`config.mk`:
```
export PLATFORM = sky130hd
export DESIGN_NAME = pipe_stage_regs
export DESIGN_NICKNAME = d
export VERILOG_FILES = /design/src/rtl/pipe_stage_regs_pkg.sv /design/src/rtl/pipe_reg.sv /design/src/rtl/pipe_stage_regs.sv
export SDC_FILE = /design/constraint.sdc
export NUM_CORES = 1
export LEC_CHECK = 0
export ABC_AREA = 1
export CORE_AREA = 2 2 226 228
export CTS_CLUSTER_SIZE = 14
export DETAILED_ROUTE_END_ITERATION = 16
export DIE_AREA = 0 0 228 230
export HOLD_SLACK_MARGIN = 0.12
export SYNTH_ARGS = -nofsm -noshare
export SYNTH_HDL_FRONTEND = slang
export SYNTH_SLANG_ARGS = --single-unit
```
`constraint.sdc`:
```
create_clock -name clk -period 2.31 [get_ports clk]
set_input_delay 0.3465 -clock clk [delete_from_list [all_inputs] [get_ports clk]]
set_output_delay 0.3465 -clock clk [all_outputs]
set_load 0.03 [all_outputs]
```
`src/rtl/pipe_stage_regs_pkg.sv`:
```
// Constants and stage indices shared by the pipeline registers and the
// forward/stall units of the 5-stage MIPS core.
package pipe_stage_regs_pkg;

    localparam logic [31:0] NOP_WORD   = 32'h0000_0000;
    localparam logic [31:0] PC8_OFFSET = 32'd8;

    typedef enum logic [1:0] {
        STG_D = 2'd0,
        STG_E = 2'd1,
        STG_M = 2'd2,
        STG_W = 2'd3
    } stage_e;

endpackage

```
`src/rtl/pipe_reg.sv`:
```
// Generic pipeline register: async active-low reset, synchronous clear to the
// reset value (wins over load), and a load enable.
module pipe_reg #(
    parameter int               WIDTH   = 32,
    parameter logic [WIDTH-1:0] RST_VAL = '0
) (
    input  logic             clk,
    input  logic             rst_n,
    input  logic             en,
    input  logic             clr,
    input  logic [WIDTH-1:0] d,
    output logic [WIDTH-1:0] q
);

    always_ff @(posedge clk or negedge rst_n) begin
        if (!rst_n) begin
            q <= RST_VAL;
        end else if (clr) begin
            q <= RST_VAL;
        end else if (en) begin
            q <= d;
        end
    end

endmodule

```
`src/rtl/pipe_stage_regs.sv`:
```
// F/D, D/E, E/M and M/W pipeline registers. A stall freezes F/D and turns the
// D/E load into a bubble, which is also counted in a saturating counter.
module pipe_stage_regs #(
    parameter logic [31:0] NOP_WORD = pipe_stage_regs_pkg::NOP_WORD,
    parameter int          CNT_W    = 32
) (
    input  logic             clk,
    input  logic             rst_n,
    input  logic             stall,
    input  logic [31:0]      instr_F,
    input  logic [31:0]      pc_F,
    input  logic [31:0]      alu_out_E,
    input  logic [31:0]      rt_data_E,
    input  logic [31:0]      dm_rdata_M,
    output logic [31:0]      instrD,
    output logic [31:0]      instrE,
    output logic [31:0]      instrM,
    output logic [31:0]      instrW,
    output logic [31:0]      pc8_D,
    output logic [31:0]      pc8_E,
    output logic [31:0]      pc8_M,
    output logic [31:0]      pc8_W,
    output logic [31:0]      alu_M,
    output logic [31:0]      st_data_M,
    output logic [31:0]      alu_W,
    output logic [31:0]      mem_W,
    output logic [CNT_W-1:0] bubble_cnt
);

    import pipe_stage_regs_pkg::*;

    logic [31:0] pc8_next;

    assign pc8_next = pc_F + PC8_OFFSET;

    pipe_reg #(.WIDTH(64), .RST_VAL({NOP_WORD, 32'h0})) u_fd (
        .clk   (clk),
        .rst_n (rst_n),
        .en    (~stall),
        .clr   (1'b0),
        .d     ({instr_F, pc8_next}),
        .q     ({instrD, pc8_D})
    );

    // A bubble is just the reset value loaded synchronously: NOP with pc8 = 0.
    pipe_reg #(.WIDTH(64), .RST_VAL({NOP_WORD, 32'h0})) u_de (
        .clk   (clk),
        .rst_n (rst_n),
        .en    (1'b1),
        .clr   (stall),
        .d     ({instrD, pc8_D}),
        .q     ({instrE, pc8_E})
    );

    pipe_reg #(.WIDTH(128), .RST_VAL({NOP_WORD, 96'h0})) u_em (
        .clk   (clk),
        .rst_n (rst_n),
        .en    (1'b1),
        .clr   (1'b0),
        .d     ({instrE, pc8_E, alu_out_E, rt_data_E}),
        .q     ({instrM, pc8_M, alu_M, st_data_M})
    );

    pipe_reg #(.WIDTH(128), .RST_VAL({NOP_WORD, 96'h0})) u_mw (
        .clk   (clk),
        .rst_n (rst_n),
        .en    (1'b1),
        .clr   (1'b0),
        .d     ({instrM, pc8_M, alu_M, dm_rdata_M}),
        .q     ({instrW, pc8_W, alu_W, mem_W})
    );

    // Counter sticks at all-ones rather than wrapping.
    always_ff @(posedge clk or negedge rst_n) begin
        if (!rst_n) begin
            bubble_cnt <= '0;
        end else if (stall && (bubble_cnt != '1)) begin
            bubble_cnt <= bubble_cnt + CNT_W'(1);
        end
    end

endmodule

```
==> results.ini <==
[floorplan]
rows = 82
coreArea_um2 = 49900
die_area_um2 = 52400
ios = 579
start_util_pct = 27.5
dieHeight_um = 230
die_x_um = 228

[yosys]
ys_warn_count = 0
synth-seq-area-share_pct = 76.0
yosysTopAreaCellShare_pct = 76.0
synthCells = 1181
synth_top_area_cell = dfrtp_1
syn-cell-area_um2 = 13700
ys_seq_elements = 416
syn_area_per_cell_um2 = 11.6
ys_top_cells_by_area = dfrtp_1 76%, nand2_1 8.7%, nor2_1 4.3%, inv_1 2.9%, o21ai_0 1.9%
syn_nets = 1346
synth_cell_types = 30

[cells_and_area]
fillers = 4723
layout_common_cells = 576 x clkdlybuf4s50_1, 416 x dfrtp_1, 318 x nand2_1, 156 x nor2_1, 105 x inv_1
mostFrequentLayoutCell = clkdlybuf4s50_1
layout-drive-gt1-share_pct = 6.03
area_delta_synth_final_pct = 60.4
nNetsFinal = 1971
final_core_util_pct = 44.1
diodes = 0

[detailed_routing]
drc_errors = 0
viasPerCell = 4.15
vias = 10431
wl_mm = 45.3
drt_iter0_markers = 568
drtAntennaViolNets = 0
dr.pass1.iters = 5
wl_per_cell_um = 18.0

[setup_path]
cp-start-kind = flop
crit_path_max_incr_delay_ns = 0.74
crit_required_ns = 1.96
cp_max_fo = 7
path_cells = clkdlybuf4s50_1
endpoint_kind = output port
critPathKind = flop to output port
worstPathArrival_ns = 1.78
crit_buf_inv = 1
crit_family = buffers and inverters
slowest_stage = clkdlybuf4s50_1

[clocking]
clkLatencyLatePin_ns = 0.57
clk_path_buf_depth = 3
cts.sinks = 416
cts_setup_buffers = 0
cts_root_buf = clkbuf_16
cts_tree = yes
clkTransAtPathRegs_ns = 0.06
cts_max_level = 2
cts_buffers = 46

[power_and_ir_drop]
pwr-share-comb_pct = 16.4
power_density_nw_per_um2 = 834
ir_drop_uv = 502
p_sw_share_pct = 27.5
p_seq_share_pct = 44.0
p_clk_share_pct = 39.5
p_switching_w = 0.00504
p_int_w = 0.0133
p_leak_nw = 9.88

[sta]
setup_violations = 0
worstMarginPinSlew_ns = 0.558
max_freq_mhz = 470
hold_viol_final = 0
slew_headroom_pct = 62.7
period_minus_slack_ns = 2.13
timing.final.ws_setup_ns = 0.184
final.setup.tns_ns = 0
rsz0062_at_grt = false
fin_skew_ns = 0.0164
finalMaxSlewViolations = 0
finalCritPeriodShare_pct = 92.0

[grt]
grt_max_degree = 101
grt_usage_pct = 17.1
grt_pass1_vias = 10684
grt_overflow_total = 0
antenna_found_initial = 1
grt_pass1_wl_mm = 68.2

[placement]
portBuffers = 578
dp_hpwl_mm = 34.6
gp_congestion = 0.905
dp_slack_ns = 0.158

[worst_hold_path]
hold_class = input pin to flop

[run_status]
status = completed

[job]
cap_viol_max_count = 0

==> per-stage QoR <==
step	total power (W)	area (um2)	hold slack, ns	instances
5_1_grt	0.0191	22000	0.175	2513
4_1_cts	0.0186	22000	0.168	2513
6_report	0.0183	22000	0.218	2513
3_3_place_gp	0.0112	20500	0.251	2429
2_1_floorplan	0.00947	13700	0.0509	1181
3_5_place_dp	0.0112	20500	0.257	2429
==> final timing paths <==
check / startpoint / slack [ns] / depth (start not counted) / to
worst max-delay path: bubble_cnt[2]$_DFFE_PN0P_ / 0.18 / 1 / bubble_cnt[2]
worst min-delay path: dm_rdata_M[7] / 0.22 / 1 / u_mw.q[7]$_DFF_PN0_
worst max register to register: bubble_cnt[1]$_DFFE_PN0P_ / 0.41 / 10 / bubble_cnt[14]$_DFFE_PN0P_
worst min register to register: u_de.q[16]$_DFF_PN0_ / 0.36 / 0 / u_em.q[80]$_DFF_PN0_
max in group asynchronous: rst_n / 1.19 / 3 / u_mw.q[57]$_DFF_PN0_
min in group asynchronous: rst_n / 0.26 / 2 / u_de.q[8]$_DFF_PN0_
==> synth_stat cells, drive strengths merged <==
cell type    n
a21oi        8
a22oi        1
and2         1
buf         12
clkbuf      14
dfrtp      416
ha           2
inv        108
nand2      332
nand3       46
nand4        2
nor2       160
nor3b        1
o21ai       51
o21bai       4
o22ai        4
or2          1
xnor2        6
xor2        12
==> layer usage <==
metal / up-vias / global-route usage [%] / routed length (um)
met2: 418 / 28.9 / 22200
met4: 2 / 4.84 / 953
met1: 5074 / 20.9 / 18400
met5: - / 0 / 13
met3: 60 / 5.57 / 3690
li1: 4877 / - / -
==> layout make-up <==
| type | instances | area (um2) | area share (%) |
|---|---|---|---|
| repair buffers | 603 | 6090 | 27.7 |
| multi-input cells | 631 | 2730 | 12.4 |
| clock inverters | 14 | 205 | 0.934 |
| inverters | 108 | 412 | 1.87 |
| flip-flops and latches | 416 | 10400 | 47.4 |
| well taps | 672 | 841 | 3.83 |
| clock buffers | 69 | 1280 | 5.82 |
==> worst register-to-register path: cells and delay by family, from the launching register on <==
kind,cells,cell delay (ns)
adder cells (fa/ha/maj),1,0.32
buffers and inverters,2,0.24
flip-flops,1,0.42
AND/OR/NAND/NOR,7,0.82
==> power groups by stage <==
stage / logic (W) / clock network [W] / registers [W]
2_1_floorplan: 0.000355 / 0 / 0.00911
3_3_place_gp: 0.00303 / 0 / 0.00818
3_5_place_dp: 0.00304 / 0 / 0.00820
4_1_cts: 0.00306 / 0.00748 / 0.00807
5_1_grt: 0.00317 / 0.00779 / 0.00813
6_report: 0.00301 / 0.00724 / 0.00806
==> logic make-up (layout without fill, tap and decap cells) <==
logic type / Yosys count / in the layout / synth area share (%)
AO/OA/AOI/OAI: 68 / 68 / 2.61
XOR/XNOR: 18 / 18 / 1.15
adder cells (fa/ha/maj): 2 / 2 / 0.183
buffers and inverters: 134 / 794 / 4.07
flip-flops: 416 / 416 / 76.0
AND/OR/NAND/NOR: 543 / 543 / 16.0
==> registers in the layout, summed over array words and instances, names as in the netlist <==
signal      count
bubble_cnt     32
u_mw.q        128
u_de.q         64
u_fd.q         64
u_em.q        128
==> repair_timing <==
item | in CTS | in global routing
gates resized for setup | 0 | 0
hold buffers | 1 | 0
endpoints found under the hold margin | 248 | 0
endpoints found under the setup margin | 0 | 0
(Power assumes the default switching activity.)
